**src/rtl/usb_ctl_pipe0.sv**
```systemverilog
// EP0 control-transfer sequencer: captures the SETUP packet, presents it to
// the standard-request handler, streams the handler's IN data out as
// MAX_PACKET-sized packets and runs the status stage or a STALL.
module usb_ctl_pipe0 #(
  parameter int MAX_PACKET  = 64,
  parameter int GNT_TIMEOUT = 4
) (
  input  logic        clock,
  input  logic        reset,
  input  logic        setup_i,
  input  logic [3:0]  setup_ep_i,
  input  logic        setup_tvalid_i,
  input  logic        setup_tlast_i,
  input  logic [7:0]  setup_tdata_i,
  input  logic        in_tok_i,
  input  logic        status_out_i,
  output logic        tx_tvalid_o,
  input  logic        tx_tready_i,
  output logic        tx_tlast_o,
  output logic        tx_tkeep_o,
  output logic [7:0]  tx_tdata_o,
  output logic        stall_o,
  output logic [3:0]  ctl_xfer_endpoint_o,
  output logic [7:0]  ctl_xfer_type_o,
  output logic [7:0]  ctl_xfer_request_o,
  output logic [15:0] ctl_xfer_value_o,
  output logic [15:0] ctl_xfer_index_o,
  output logic [15:0] ctl_xfer_length_o,
  output logic        ctl_xfer_req_o,
  input  logic        ctl_xfer_gnt_i,
  input  logic        ctl_tvalid_i,
  output logic        ctl_tready_o,
  input  logic        ctl_tlast_i,
  input  logic [7:0]  ctl_tdata_i,
  output logic        busy_o
);

  // state      | meaning
  // S_IDLE     | no transfer in progress
  // S_SETUP_RX | collecting the 8 SETUP payload bytes
  // S_REQ      | request presented, waiting for handler grant
  // S_DATA_IN  | forwarding handler bytes as IN data packets
  // S_DATA_ZLP | data ended on a full packet, owe a zero-length packet
  // S_STATUS_OUT | waiting for host's zero-length OUT status
  // S_STATUS_IN  | sending our zero-length IN status
  // S_STALL    | no handler took the request, STALL until next SETUP
  typedef enum logic [2:0] {
    S_IDLE, S_SETUP_RX, S_REQ, S_DATA_IN, S_DATA_ZLP,
    S_STATUS_OUT, S_STATUS_IN, S_STALL
  } state_t;

  localparam int WAIT_W = $clog2(GNT_TIMEOUT + 1);

  state_t            state, state_nxt;
  logic [3:0]        byte_cnt;
  logic [6:0][7:0]   shadow;
  logic [3:0]        ep_latch;
  logic [WAIT_W-1:0] wait_cnt;
  logic [6:0]        pkt_cnt;
  logic [15:0]       remaining;
  logic              pkt_open;

  logic setup_last, setup_done, setup_bad, timeout, gnt_data;
  logic data_phase, zlp_phase, pkt_full, last_data, data_xfer, zlp_xfer, open_pkt;

  assign setup_last = (state == S_SETUP_RX) && setup_tvalid_i && setup_tlast_i;
  assign setup_done = setup_last && (byte_cnt == 4'd7);
  assign setup_bad  = setup_last && (byte_cnt != 4'd7);
  assign timeout    = (wait_cnt == WAIT_W'(GNT_TIMEOUT));
  assign gnt_data   = ctl_xfer_type_o[7] && (ctl_xfer_length_o != 16'd0);
  assign data_phase = pkt_open && (state == S_DATA_IN);
  assign zlp_phase  = pkt_open && ((state == S_DATA_ZLP) || (state == S_STATUS_IN));
  assign pkt_full   = (pkt_cnt == 7'(MAX_PACKET - 1));
  assign last_data  = pkt_full || (remaining == 16'd1) || ctl_tlast_i;
  assign data_xfer  = data_phase && ctl_tvalid_i && tx_tready_i;
  assign zlp_xfer   = zlp_phase && tx_tready_i;
  // in_tok_i arriving while a packet is already open is simply ignored
  assign open_pkt   = !pkt_open && in_tok_i &&
                      ((state == S_DATA_IN) || (state == S_DATA_ZLP) || (state == S_STATUS_IN));

  // State register
  always_ff @(posedge clock or posedge reset) begin
    if (reset) state <= S_IDLE;
    else       state <= state_nxt;
  end

  // Next-state decode; a new SETUP token overrides everything
  always_comb begin
    state_nxt = state;
    if (setup_i) begin
      state_nxt = S_SETUP_RX;
    end else begin
      case (state)
        S_SETUP_RX: begin
          if (setup_done)     state_nxt = S_REQ;
          else if (setup_bad) state_nxt = S_IDLE;
        end
        S_REQ: begin
          if (ctl_xfer_gnt_i) state_nxt = gnt_data ? S_DATA_IN : S_STATUS_IN;
          else if (timeout)   state_nxt = S_STALL;
        end
        S_DATA_IN: begin
          if (data_xfer && last_data) begin
            if (remaining == 16'd1) state_nxt = S_STATUS_OUT;
            else if (ctl_tlast_i)   state_nxt = pkt_full ? S_DATA_ZLP : S_STATUS_OUT;
          end
        end
        S_DATA_ZLP:   if (zlp_xfer)     state_nxt = S_STATUS_OUT;
        S_STATUS_OUT: if (status_out_i) state_nxt = S_IDLE;
        S_STATUS_IN:  if (zlp_xfer)     state_nxt = S_IDLE;
        default:      state_nxt = state;
      endcase
    end
  end

  // Stream outputs: zero-latency pass-through for data, fixed ZLP otherwise
  always_comb begin
    tx_tvalid_o  = 1'b0;
    tx_tlast_o   = 1'b0;
    tx_tkeep_o   = 1'b0;
    tx_tdata_o   = 8'h00;
    ctl_tready_o = 1'b0;
    stall_o      = (state == S_STALL);
    busy_o       = (state != S_IDLE);
    if (data_phase) begin
      tx_tvalid_o  = ctl_tvalid_i;
      tx_tdata_o   = ctl_tdata_i;
      tx_tkeep_o   = 1'b1;
      tx_tlast_o   = last_data;
      ctl_tready_o = tx_tready_i;
    end else if (zlp_phase) begin
      tx_tvalid_o = 1'b1;
      tx_tlast_o  = 1'b1;
    end
  end

  // SETUP capture into shadow registers; request bus updated only on a clean 8-byte packet
  always_ff @(posedge clock or posedge reset) begin
    if (reset) begin
      byte_cnt            <= 4'd0;
      shadow              <= '0;
      ep_latch            <= 4'd0;
      ctl_xfer_endpoint_o <= 4'd0;
      ctl_xfer_type_o     <= 8'h00;
      ctl_xfer_request_o  <= 8'h00;
      ctl_xfer_value_o    <= 16'h0000;
      ctl_xfer_index_o    <= 16'h0000;
      ctl_xfer_length_o   <= 16'h0000;
    end else if (setup_i) begin
      byte_cnt <= 4'd0;
      ep_latch <= setup_ep_i;
    end else if ((state == S_SETUP_RX) && setup_tvalid_i) begin
      if (byte_cnt < 4'd7) shadow[byte_cnt[2:0]] <= setup_tdata_i;
      if (byte_cnt != 4'd8) byte_cnt <= byte_cnt + 4'd1;
      if (setup_done) begin
        ctl_xfer_endpoint_o <= ep_latch;
        ctl_xfer_type_o     <= shadow[0];
        ctl_xfer_request_o  <= shadow[1];
        ctl_xfer_value_o    <= {shadow[3], shadow[2]};
        ctl_xfer_index_o    <= {shadow[5], shadow[4]};
        ctl_xfer_length_o   <= {setup_tdata_i, shadow[6]};
      end
    end
  end

  // Request line: rises after the copy, held until the status stage completes
  always_ff @(posedge clock or posedge reset) begin
    if (reset)                                          ctl_xfer_req_o <= 1'b0;
    else if (setup_i)                                   ctl_xfer_req_o <= 1'b0;
    else if (setup_done)                                ctl_xfer_req_o <= 1'b1;
    else if ((state == S_REQ) && !ctl_xfer_gnt_i && timeout) ctl_xfer_req_o <= 1'b0;
    else if ((state == S_STATUS_OUT) && status_out_i)   ctl_xfer_req_o <= 1'b0;
    else if ((state == S_STATUS_IN) && zlp_xfer)        ctl_xfer_req_o <= 1'b0;
  end

  // Grant wait counter
  always_ff @(posedge clock or posedge reset) begin
    if (reset)                          wait_cnt <= '0;
    else if (setup_done)                wait_cnt <= '0;
    else if ((state == S_REQ) && !timeout) wait_cnt <= wait_cnt + WAIT_W'(1);
  end

  // Packet framing: open flag, in-packet byte count and bytes left of wLength
  always_ff @(posedge clock or posedge reset) begin
    if (reset) begin
      pkt_open  <= 1'b0;
      pkt_cnt   <= 7'd0;
      remaining <= 16'd0;
    end else if (setup_i) begin
      pkt_open <= 1'b0;
    end else begin
      if ((state == S_REQ) && ctl_xfer_gnt_i) remaining <= ctl_xfer_length_o;
      if (open_pkt) begin
        pkt_open <= 1'b1;
        pkt_cnt  <= 7'd0;
      end else if (data_xfer) begin
        pkt_cnt   <= pkt_cnt + 7'd1;
        remaining <= remaining - 16'd1;
        if (last_data) pkt_open <= 1'b0;
      end else if (zlp_xfer) begin
        pkt_open <= 1'b0;
      end
    end
  end

endmodule

```
**config.mk**
```make
export PLATFORM = sky130hd
export DESIGN_NAME = usb_ctl_pipe0
export DESIGN_NICKNAME = d
export VERILOG_FILES = /design/src/rtl/usb_ctl_pipe0.sv
export SDC_FILE = /design/constraint.sdc
export NUM_CORES = 1
export LEC_CHECK = 0
export CAP_MARGIN = 20
export CORE_AREA = 2 2 181 183
export CTS_BUF_LIST = sky130_fd_sc_hd__clkbuf_4 sky130_fd_sc_hd__clkbuf_8
export DETAILED_ROUTE_END_ITERATION = 10
export DIE_AREA = 0 0 183 185
export GPL_TIMING_DRIVEN = 0
export SYNTH_ARGS = -nofsm -noshare
export SYNTH_HDL_FRONTEND = slang
export SYNTH_SLANG_ARGS = --single-unit
```
**constraint.sdc**
```tcl
create_clock -name clock -period 10.6 [get_ports clock]
set_clock_uncertainty 0.05 [all_clocks]
set_input_delay 3.18 -clock clock [delete_from_list [all_inputs] [get_ports clock]]
set_output_delay 3.18 -clock clock [all_outputs]
set_load 0.05 [all_outputs]
```
==> impl_results.md, run 1 <==
- Status: finished clean
- DR vias: 5219
- Area growth syn-to-layout: 29.19%
- Total wire length: a little under 20 mm
- Hold_buf cts: 0
- Flip-flop and latch count after synthesis: 163
- Number of global-route vias before repair: ~5100
- GP Congestion: about 0.85
- Post-route antenna net violation count: 0
- Synth Area in Compound Gates: 7.816%
- Comb power frac: 20.8%
- Net count after synthesis: 623
- CTS H-Tree Depth: 4
- CP max-delay cell: clkdlybuf4s50_1
- # diodes: 0
- Core region area: between 0.03 and 0.04 mm^2
- Place WS: 2.587 ns
- R2R depth: 9
- Post-synth ARST share: 100.0%
- Simple-Gate Fraction of Synth Area: a little over a tenth
- Fillcell total: 3284
- Row Count: between 60 and 70
- All-Layer GR Usage: 11.78%
- Largest family of logic cells by synthesized area: multiplexers
- Worst-path clk slew: 0.11 ns
- DRT Pass-1 Iters: 5
- # DRC: 0
- Hold endpoint: ctl_xfer_type_o[4]
- CP Data Required Time: 7.37 ns
- Met2 wire length: 8.874 mm
- # clock sinks: 163
- Min-delay src: shadow[4]
- Worst setup SP type: input pin
- Worst min path class: reg -> reg
- Crit path capture type: primary output
- RSZ-0062 raised after global routing: no
- Internal Power: 1083 uW
- Post-synth top flop: dfrtp_1
- Sw Share: 33.10%
- Fin. Hold Viols: 0
- Number of buffers added for setup after CTS: 0
- Iter 0 DRT Violations: approximately 410
- Cells after Synth: 585
- Area of the die: 0.03386 mm^2
- Half-perimeter wire length after placement: 13.35 mm
- Post-cts gate resize count: 0
- Top Metal Used: met4
- Slew @ Worst Pin: 1.124 ns
- Register area share after synthesis: 56.50%
- Final Max Tran Viols: 0
- Max_cap viols: 0
- Post-synth EDFFs: 0
- Final min period: 8.049 ns
- Die height: 185 um
- Initial antenna violation count: 0
- Crit path cell chain: clkdlybuf4s50_1, a21oi_1, nand2_1, a21oi_1, nor2_1, clkdlybuf4s50_1
- Largest net degree at the start of global routing: about 130
- Slew HR: between 20 and 25%
- CP peak stage delay: roughly 0.8 ns
- Maximum VDD drop: 0.00008454 V
- Arr. time, crit path: 4.82 ns
- Layout Nets: 756
- Share of power burned in registers: 48.7%
- Hold path cells: 1
- Initial Util: 22.53%
- First-pass GRT wire length: 30.38 mm
- Port buffer count: between 100 and 150
- Power Density: 173.5 mW/mm^2
- Synth Area in XOR/XNOR: 0.6066%
- Worst Path Max Fanout: 2
- Wire per inst: 17.07 um
- Clk_lat worst skew: 0.47 ns
- R2R setup slack: 7.63 ns
- TritonCTS clock tree: done
- Metal3 WL: roughly 1.5 mm
- DR vias/cell: approximately 4.6
- Final Setup Violations: 0
- Final core occ: 29.11%
- Synthesized area: between 0.007 and 0.008 mm^2
- Fraction of final layout cells sized beyond drive strength 1: 23.80%
- Die W: around 180 um
- Reported net switching power: roughly 540 uW
- CTS buffer count: 17
- Reg-to-reg critical path endpoint: ctl_xfer_endpoint_o[3]
- Leak Pwr: 0.004104 uW
- Synth Area in Adders: 1.213%
- Distinct cells, synth: 60
- Clock tree root driver cell: clkbuf_8
- I/O pin cnt: 114
- TNS Setup: 0 ns
- Global route total overflow: 0
- F_max: ~120 MHz
- Clock Path Buffers: 2
- Worst reg2reg path startpoint: state[2]
- Setup WS post-layout: between 2 and 3 ns
- Final worst path period share: 75.93%
- Metal1 wirelength: 8.829 mm
- Clock network fraction of total power: 30.5%
- Syn Area/Cell: roughly 12 um^2
- Yosys warns: 0
- Crit Path Class: in -> out
- Final Power: around 1600 uW
- Mux cell area share after synthesis: 20.24%
-- how the worst max path moves through the flow --
stage,endpoint,depth (start not counted),startpoint
3_5_place_dp,tx_tlast_o,6,ctl_tlast_i
4_1_cts,tx_tlast_o,6,ctl_tlast_i
6_report,tx_tlast_o,6,ctl_tlast_i
5_1_grt,tx_tlast_o,6,ctl_tlast_i
2_1_floorplan,byte_cnt[0],1,reset
3_3_place_gp,ctl_xfer_value_o[4],2,reset
-- layout by cell type, fill, tap and decap left out, types with 5 or more instances in the layout --
master / count
dfrtp_1: 163
mux2_2: 127
clkdlybuf4s50_1: 113
nor2_1: 40
a21oi_1: 30
clkbuf_1: 21
nand2_1: 20
clkbuf_8: 18
inv_1: 15
and3_1: 14
nor3_1: 13
o21ai_0: 13
o22a_1: 11
a31oi_1: 9
nand3_1: 9
ha_1: 7
or3_1: 6
nor4_1: 6
buf_2: 5
nor2b_1: 5
inv_8: 5
nand4_1: 5
-- state kept, by name (all words and copies together), names as in the netlist --
signal / cells
pkt_open: 1
wait_cnt: 3
shadow: 56
ctl_xfer_value_o: 16
ctl_xfer_endpoint_o: 4
ctl_xfer_length_o: 16
ctl_xfer_req_o: 1
ctl_xfer_type_o: 8
ctl_xfer_index_o: 16
remaining: 16
ep_latch: 4
state: 3
ctl_xfer_request_o: 8
byte_cnt: 4
pkt_cnt: 7
-- per-layer routing --
metal / global-route usage (%) / up-vias
met5: 0 / -
li1: - / 2398
met4: 3.584 / 0
met1: 15.61 / 2645
met3: 3.637 / 16
met2: 18.42 / 160
-- critical path: cells and delay by family --
kind                   cells  cell delay (ns)
buffers and inverters      2             1.31
and+or+nand+nor            2             0.19
AOI/OAI and AO/OA          2             0.13
-- cells by family (layout without fill, tap and decap cells) --
| family | Yosys count | in the layout |
|---|---|---|
| AOI/OAI and AO/OA | 87 | 87 |
| DFF | 163 | 163 |
| adders and majority gates | 7 | 7 |
| xor gates and xnor gates | 5 | 5 |
| and+or+nand+nor | 145 | 145 |
| buffers and inverters | 48 | 194 |
| muxes | 130 | 130 |
-- power by group through the flow --
stage	registers, uW	logic [uW]	clock network (uW)
detailed placement	801	335	0
global placement	797	328	0
finish	789	336	494
CTS	788	337	512
floorplan	780	254	0
global route	805	377	539
-- metrics by stage --
step           hold slack (ns)  area (um^2)  cells
2_1_floorplan           0.4169         7219    585
3_3_place_gp            0.4289         8861   1106
3_5_place_dp            0.4406         8896   1107
4_1_cts                 0.4576         9326   1139
5_1_grt                 0.4706         9326   1139
6_report                0.4499         9326   1139
-- cells in the mapped netlist (all sizes together), types with 5 or more instances --
cell | count | share of area, %
dfrtp | 163 | 56
mux2 | 128 | 20
nor2 | 40 | 2.1
a21oi | 30 | 2.1
clkbuf | 21 | 1.1
nand2 | 20 | 1.0
inv | 16 | 0.83
and3 | 14 | 1.2
nor3 | 14 | 1.0
o21ai | 13 | 0.90
o22a | 11 | 1.3
buf | 10 | 0.76
a31oi | 9 | 0.78
nand3 | 9 | 0.62
ha | 7 | 1.2
nor4 | 6 | 0.52
or3 | 6 | 0.52
nand4 | 5 | 0.43
nor2b | 5 | 0.43
-- layout make-up --
cell class | instances | area [um^2] | area share [%]
plain buffers | 31 | 133.9 | 1.435
clock buffers | 18 | 247.7 | 2.656
clock inverters | 14 | 182.7 | 1.959
inverters | 17 | 71.32 | 0.7647
multi-input cells | 374 | 2943 | 31.55
flip-flops and latches | 163 | 4079 | 43.73
well taps | 408 | 510.5 | 5.474
repair buffers | 114 | 1159 | 12.42
(Power assumes the default switching activity.)
==> run 2, diff against run 1 <==
==> constraint.sdc (replaced) <==
create_clock -name clock -period 6.5 [get_ports clock]
set_clock_uncertainty 0.05 [all_clocks]
set_input_delay 1.95 -clock clock [delete_from_list [all_inputs] [get_ports clock]]
set_output_delay 1.95 -clock clock [all_outputs]
set_load 0.05 [all_outputs]
==> results of run 2 <==
Same layout as run 1 (identical final DEF). Status: finished clean.
Among the figures that moved: setup slack after placement 2.587 ns -> 0.9470 ns; setup slack after layout 2.551 ns -> 0.9110 ns; register-to-register setup slack 7.63 ns -> 3.53 ns; total power 1619 uW -> 2640 uW; worst IR drop on VDD 0.00008454 V -> 0.0001379 V
==> run 3, diff against run 2 <==
--- a/config.mk
+++ b/config.mk
@@ -5,7 +5,7 @@
 export SDC_FILE = /design/constraint.sdc
 export NUM_CORES = 1
 export LEC_CHECK = 0
-export CAP_MARGIN = 20
+export CAP_MARGIN = 0
 export CORE_AREA = 2 2 181 183
 export CTS_BUF_LIST = sky130_fd_sc_hd__clkbuf_4 sky130_fd_sc_hd__clkbuf_8
 export DETAILED_ROUTE_END_ITERATION = 10
==> results of run 3 <==
Same layout as run 1 (identical final DEF). Status: finished clean.
Among the figures that moved: setup slack after placement 2.587 ns -> 0.9470 ns; setup slack after layout 2.551 ns -> 0.9110 ns; register-to-register setup slack 7.63 ns -> 3.53 ns; total power 1619 uW -> 2640 uW; worst IR drop on VDD 0.00008454 V -> 0.0001379 V
